--- src/rtl/ls163_video_timing.sv ---
// Raster H/V counter chain built from cascaded LS163-style synchronous counter stages,
// with registered blank/sync flags and line/frame start pulses.

module ls163_video_timing_stage #(
  parameter int W = 4
) (
  input  logic         clk,
  input  logic         reset,
  input  logic         en,
  input  logic         clr,
  output logic [W-1:0] q,
  output logic [W-1:0] q_nxt
);

  // Synchronous clear wins over enable, as on the LS163 CLR pin.
  always_comb begin
    q_nxt = q;
    if (clr)
      q_nxt = '0;
    else if (en)
      q_nxt = q + W'(1);
  end

  always_ff @(posedge clk or posedge reset) begin
    if (reset)
      q <= '0;
    else
      q <= q_nxt;
  end

endmodule

module ls163_video_timing #(
  parameter int H_TOTAL       = 384,
  parameter int H_BLANK_START = 256,
  parameter int H_SYNC_START  = 304,
  parameter int H_SYNC_END    = 336,
  parameter int V_TOTAL       = 264,
  parameter int V_BLANK_START = 240,
  parameter int V_BLANK_END   = 16,
  parameter int V_SYNC_START  = 244,
  parameter int V_SYNC_END    = 248
) (
  input  logic       clk,
  input  logic       reset,
  input  logic       cen,
  input  logic       sync_clr,
  output logic [8:0] h_cnt,
  output logic [8:0] v_cnt,
  output logic       hblank,
  output logic       vblank,
  output logic       hsync,
  output logic       vsync,
  output logic       h_tc,
  output logic       line_start,
  output logic       frame_start
);

  if (H_TOTAL < 2 || H_TOTAL > 512 || V_TOTAL < 2 || V_TOTAL > 512) begin : g_bad_total
    $error("ls163_video_timing: H_TOTAL/V_TOTAL must lie in 2..512");
  end

  if (H_BLANK_START > 511 || H_SYNC_START > 511 || H_SYNC_END > 511 ||
      V_BLANK_START > 511 || V_BLANK_END > 511 || V_SYNC_START > 511 ||
      V_SYNC_END > 511 || H_BLANK_START < 0 || H_SYNC_START < 0 ||
      H_SYNC_END < 0 || V_BLANK_START < 0 || V_BLANK_END < 0 ||
      V_SYNC_START < 0 || V_SYNC_END < 0) begin : g_bad_edge
    $error("ls163_video_timing: timing edges must lie in 0..511");
  end

  localparam logic [8:0] H_LAST = 9'(H_TOTAL - 1);
  localparam logic [8:0] V_LAST = 9'(V_TOTAL - 1);
  localparam logic [8:0] H_BS   = 9'(H_BLANK_START);
  localparam logic [8:0] H_SS   = 9'(H_SYNC_START);
  localparam logic [8:0] H_SE   = 9'(H_SYNC_END);
  localparam logic [8:0] V_BS   = 9'(V_BLANK_START);
  localparam logic [8:0] V_BE   = 9'(V_BLANK_END);
  localparam logic [8:0] V_SS   = 9'(V_SYNC_START);
  localparam logic [8:0] V_SE   = 9'(V_SYNC_END);

  logic [3:0] h_q0, h_q1, h_n0, h_n1;
  logic [0:0] h_q2, h_n2;
  logic [3:0] v_q0, v_q1, v_n0, v_n1;
  logic [0:0] v_q2, v_n2;

  logic [8:0] h_nxt;
  logic [8:0] v_nxt;
  logic       h_at_last;
  logic       v_at_last;
  logic       h_clr;
  logic       v_clr;
  logic       h_en0, h_en1, h_en2;
  logic       v_en0, v_en1, v_en2;

  assign h_cnt = {h_q2, h_q1, h_q0};
  assign v_cnt = {v_q2, v_q1, v_q0};
  assign h_nxt = {h_n2, h_n1, h_n0};
  assign v_nxt = {v_n2, v_n1, v_n0};

  assign h_at_last = (h_cnt == H_LAST);
  assign v_at_last = (v_cnt == V_LAST);

  // Ripple carry: each stage's RCO feeds the next stage's ENT, all qualified by cen.
  assign h_tc  = h_at_last & cen;
  assign h_en0 = cen;
  assign h_en1 = h_en0 & (h_q0 == 4'hF);
  assign h_en2 = h_en1 & (h_q1 == 4'hF);
  assign h_clr = sync_clr | h_tc;

  assign v_en0 = h_tc;
  assign v_en1 = v_en0 & (v_q0 == 4'hF);
  assign v_en2 = v_en1 & (v_q1 == 4'hF);
  assign v_clr = sync_clr | (h_tc & v_at_last);

  ls163_video_timing_stage #(.W(4)) u_h0 (
    .clk(clk), .reset(reset), .en(h_en0), .clr(h_clr), .q(h_q0), .q_nxt(h_n0)
  );
  ls163_video_timing_stage #(.W(4)) u_h1 (
    .clk(clk), .reset(reset), .en(h_en1), .clr(h_clr), .q(h_q1), .q_nxt(h_n1)
  );
  ls163_video_timing_stage #(.W(1)) u_h2 (
    .clk(clk), .reset(reset), .en(h_en2), .clr(h_clr), .q(h_q2), .q_nxt(h_n2)
  );

  ls163_video_timing_stage #(.W(4)) u_v0 (
    .clk(clk), .reset(reset), .en(v_en0), .clr(v_clr), .q(v_q0), .q_nxt(v_n0)
  );
  ls163_video_timing_stage #(.W(4)) u_v1 (
    .clk(clk), .reset(reset), .en(v_en1), .clr(v_clr), .q(v_q1), .q_nxt(v_n1)
  );
  ls163_video_timing_stage #(.W(1)) u_v2 (
    .clk(clk), .reset(reset), .en(v_en2), .clr(v_clr), .q(v_q2), .q_nxt(v_n2)
  );

  // Flags decode the next count so they line up with h_cnt/v_cnt in the same cycle.
  always_ff @(posedge clk or posedge reset) begin
    if (reset) begin
      hblank      <= 1'b0;
      vblank      <= 1'b1;
      hsync       <= 1'b0;
      vsync       <= 1'b0;
      line_start  <= 1'b0;
      frame_start <= 1'b0;
    end else begin
      hblank      <= (h_nxt >= H_BS);
      vblank      <= (v_nxt >= V_BS) | (v_nxt < V_BE);
      hsync       <= (h_nxt >= H_SS) & (h_nxt < H_SE);
      vsync       <= (v_nxt >= V_SS) & (v_nxt < V_SE);
      line_start  <= sync_clr | h_tc;
      frame_start <= sync_clr | (h_tc & v_at_last);
    end
  end

endmodule

--- config.mk ---
export PLATFORM = sky130hd
export DESIGN_NAME = ls163_video_timing
export DESIGN_NICKNAME = d
export VERILOG_FILES = /design/src/rtl/ls163_video_timing.sv
export SDC_FILE = /design/constraint.sdc
export NUM_CORES = 1
export LEC_CHECK = 0
export BUFFER_PORTS_ARGS = -buffer_cell sky130_fd_sc_hd__buf_2
export CAP_MARGIN = 20
export CELL_PAD_IN_SITES_DETAIL_PLACEMENT = 0
export CELL_PAD_IN_SITES_GLOBAL_PLACEMENT = 2
export CORE_MARGIN = 2
export CORE_UTILIZATION = 33
export CTS_CLUSTER_SIZE = 8
export DETAILED_ROUTE_END_ITERATION = 8
export PLACE_DENSITY = 0.86
export SETUP_SLACK_MARGIN = 0.3
export SLEW_MARGIN = 15
export SYNTH_ARGS = -nofsm -noshare
export SYNTH_HDL_FRONTEND = slang
export SYNTH_SLANG_ARGS = --single-unit
--- constraint.sdc ---
create_clock -name clk -period 2.2 [get_ports clk]
set_input_delay 0.44 -clock clk [delete_from_list [all_inputs] [get_ports clk]]
set_output_delay 0.44 -clock clk [all_outputs]
set_load 0.01 [all_outputs]
# Word level (Yosys, flattened, before mapping)
# Cells that the tools add are included.
# W data, S select, Z words.
# word_totals
ff_bits	24
inputBits	4
output_inout_bits	25
# classes
mux	12
eq_ne	6
n_lt_le_gt_ge	7
n_bitwise	11
n_addsub	6
# op_table
op	n
$mux W4	8
$eq A9 B9 Y1 const B	2
$ge A9 B8 Y1 const B	2
$ge A9 B9 Y1 const B	2
$add A4 B1 Y4 const B	4
$eq A4 B4 Y1 const B	4
$lt A9 B5 Y1 const B	1
$lt A9 B8 Y1 const B	1
$lt A9 B9 Y1 const B	1
$and A1 B1 Y1	8
$mux W1	4
$or A1 B1 Y1	3
$add A1 B1 Y1 const B	2

# Longest topological paths before layout
# logic_depth
depth_word	8
ltp_mapped	7

# By module
# A second synthesis with hierarchy kept.
# hier_totals
cells_unflattened	113
hier_area_um2	1209.9
# modules_own_cells
module	instances	area_per_inst_um2	cells_per_inst
ls163_video_timing_stage at u_h0 ...	4	196.4	17
ls163_video_timing	1	341.6	37
ls163_video_timing_stage at u_h2 ...	2	41.3	4

# Least setup slack after synthesis
# Ideal clock, no wire load.
# synth_timing
kind	register to register
startpoint	reg u_h1.q[0]
endpoint	reg vblank
period_less_slack_ns	2.051
path_stages_with_launch	8
setup_slack_ns	0.149
t_required_ns	2.114
arrival_time_ns	1.965
n_path_buf	1
path_cell_list	dfrtp_1 ha_1 inv_1 or4_4 buf_6 mux2_4 mux2i_1 nand3b_1
# synth_between
elab_chain_cells	8
elab_cells_between_ends	15
classes_between	order compare: 2; eq/ne: 1; mux: 6; bitwise: 6
# synth_lines
item	line_no	text
from (decl)	11	output logic [W-1:0] q,
from (signal assigned)	28	q <= q_nxt;
$eq A9 B9 Y1 *	100	assign h_at_last = (h_cnt == H_LAST);
$and A1 B1 Y1 *	104	assign h_tc = h_at_last & cen;
$and A1 B1 Y1	111	assign v_en1 = v_en0 & (v_q0 == 4'hF);
$and A1 B1 Y1	112	assign v_en2 = v_en1 & (v_q1 == 4'hF);
$mux W1	20	else if (en)
$mux W1	18	if (clr)
$ge A9 B8 Y1 / $lt A9 B5 Y1 (equally long branches)	146	vblank <= (v_nxt >= V_BS) | (v_nxt < V_BE);
$or A1 B1 Y1 *	146	
to (signal assigned)	146	
to (decl)	51	output logic vblank,
# Mark *: on every way between the ends. The rest lies on a longest branch, timed or not.

# Worst setup path in the final report
# layout_timing
startpoint	reg u_h1.q[3]
endpoint	out h_tc
# layout_between
elab_chain_cells	2
# layout_lines
item	line_no	text
$eq A9 B9 Y1	100	
$and A1 B1 Y1	104	
to (decl)	54	output logic h_tc,
# Every way passes these cells.

==> results.cfg <==
[finish]
register_area_um2 = 607
n_fill_cell = 382
n_antenna_cell = 0
final_net_count = 180
syn_to_final_growth_pct = 30.6
multi_input_area_um2 = 678
final_util = 0.458
drive_gt1_frac = 0.418

[synthesis]
synth-main-ff-cell = dfrtp_1
synth_edf_count = 0
synth.net_count = 134
async_flop_share = 1.00
ys_seq_area_frac = 0.459
ys_top_cells_by_area = dfrtp_1 44%, xnor2_1 6.0%, nor2_1 5.7%
avgSynthCellArea_um2 = 10.5
ys_seq_elements = 24
synth.largest_area_cell = dfrtp_1
synth_area_um2 = 1310
yosysUniqueCellTypes = 33
synth_top_cell_area_share = 0.439
synth_common_cells = 23 x dfrtp_1, 20 x nor2_1, 9 x xnor2_1, 6 x inv_1, 6 x mux2i_1
netlist_instances = 125
yosys.cell_count.top_type = dfrtp_1
yosysWarnings = 0

[placement]
port-buffer-count = 28
hpwlAfterDp_um = 1980
gp_congestion = 0.728

[global_route]
antenna_found_initial = 0
grt_overflow = 0
grt_pass1_vias = 1044
grt_max_degree = 14
track_usage = 0.137
grt_first_pass_wirelength_um = 4720

[sta]
hold_violations = 0
slew_violations = 0
fmax_mhz = 529
slew_headroom = 0.659
tns_ns = 0
setup_viol = 0
skew_ns = 0.00167
finalCriticalPeriod_ns = 1.89
rsz0062_at_grt = true
finalCritPeriodShare = 0.859
worst_pin_slew_ns = 0.511

[detailed_routing]
dr.pass1.iters = 4
antenna_left = 0
viasPerCell = 4.79
drc_errors = 0
wl_per_cell_um = 12.8
first_iter_violations = 22
via_count = 1044
drt_wl_total_um = 2780

[floorplanning]
die_x_um = 67.0
dieArea_um2 = 4490
io_pins = 29
core_um2 = 3740
initial_core_util = 0.350
die_h_um = 67.0
rows = 22

[critical_path]
crit_path_start_kind = flip-flop
slowest_delay_ns = 0.41
worstSetupEndpointType = output port
rr_worst_depth = 6
crit_top_cell = buf_6
cp_max_fo = 4
path_cells = nand3b_1 -> nor3_4 -> buf_6 -> buf_6
critPathSlowestCell = dfrtp_1
cp.arrival_ns = 1.45
r2r_start = u_h1.q[1]
path_buf_inv = 2
path_delay_family = simple AND/OR/NAND/NOR gates
worstSetupPathType = reg2out
r2r-end = vblank
required_ns = 1.76
r2r_slack_ns = 0.34

[power]
peakVddDrop_mv = 0.219
p_per_area_nw_per_um2 = 452
power_frac_clock = 0.348
p_seq_frac = 0.584
p_int_uw = 599
power.switching_uw = 175
p_leak_uw = 0.000855
comb_power_share = 0.068
p_sw_frac = 0.226

[min_path]
min_path_type = in2async

[outcome]
outcome = complete, no violations

[clock_tree]
htree_levels = 1
root_buffer = clkbuf_8
clock_sinks = 24
postCtsHoldBufs = 0
clk_latency_ns = 0.27
cts_buffers = 3
clock_path_buffers = 2
clk_pin_slew_worst_paths_ns = 0.08
cts_tree = done

[run]
max_cap_violations = 0
worst reg2reg max path: cells and delay by family (launching register included):
kind | cells | cell delay [ns]
buf+inv | 1 | 0.10
mux | 2 | 0.44
flops | 1 | 0.40
simple gates | 2 | 0.68
fa+ha+maj | 1 | 0.16
worst max path at each step:
stage          startpoint     end  slack [ns]  depth (start not counted)
6_report        u_h1.q[3]    h_tc        0.31                          4
5_1_grt         u_h1.q[3]    h_tc        0.23                          4
4_1_cts         u_h0.q[1]    h_tc        0.30                          5
3_5_place_dp          cen  vblank        0.19                          6
3_3_place_gp          cen  vblank        0.22                          6
2_1_floorplan   u_h0.q[0]  vblank        0.29                          7
logic make-up after synthesis:
family          after synthesis  synth area share
fa+ha+maj                     5            0.0477
buf+inv                      13            0.0620
simple gates                 56             0.249
mux                           8            0.0658
flops                        24             0.459
xor+xnor                     14            0.0935
compound gates                5            0.0229
cell type report:
type | instances | share of cell area
Timing Repair Buffer | 48 | 0.175
Multi-Input combinational cell | 88 | 0.396
Tap cell | 48 | 0.0351
Sequential cell | 24 | 0.354
Inverter | 6 | 0.0131
Clock buffer | 4 | 0.0263
metrics by stage:
stage          hold WS (ns)  instance area (um2)  total power (uW)  worst slack (ns)  cells
2_1_floorplan         0.454                 1340               488             0.286    125
3_3_place_gp          0.484                 1510               508             0.220    198
3_5_place_dp          0.498                 1510               510             0.187    198
4_1_cts               0.200                 1640               785             0.297    212
5_1_grt               0.223                 1710               817             0.233    218
6_report              0.186                 1710               774             0.309    218
sequential cells by signal (all words and copies together), names as in the netlist:
signal       count
u_h0.q           4
u_h1.q           4
u_v0.q           4
u_v1.q           4
frame_start      1
hblank           1
hsync            1
line_start       1
u_h2.q           1
u_v2.q           1
vblank           1
vsync            1
routing by layer:
layer,vias up,part of all wire,track usage
li1,514,-,-
met4,0,0.014,0.0459
met3,5,0.033,0.0203
met2,16,0.50,0.223
met5,-,0,0
met1,509,0.45,0.185
power by group through the flow:
stage          Clock [uW]  Combinational [uW]  Sequential (uW)
2_1_floorplan           0                23.0              465
3_3_place_gp            0                46.0              462
3_5_place_dp            0                47.6              462
4_1_cts               279                54.6              452
5_1_grt               305                59.9              453
6_report              269                52.9              452
cell usage in the layout, fill, tap and decap left out, types with 2 or more instances in the layout:
cell / count
ha_4: 2
a21oi_1: 2
clkbuf_8: 3
nor3_1: 2
nand3b_1: 2
nor2b_1: 4
xor2_1: 5
dfrtp_2: 4
nand2_1: 5
mux2i_1: 5
buf_4: 19
xnor2_1: 9
dfrtp_1: 19
ha_1: 2
buf_6: 2
nor3b_1: 2
nand3_1: 4
nor2_1: 20
o21ai_0: 2
nor4_1: 2
buf_2: 27
inv_1: 6
nand4_1: 4
repair_timing:
action,4_1_cts,5_1_grt
buffers inserted,10,6
endpoints found under the setup margin,3,3
pin swaps,2,2
resized for setup,2,6
(Power assumes the default switching activity.)
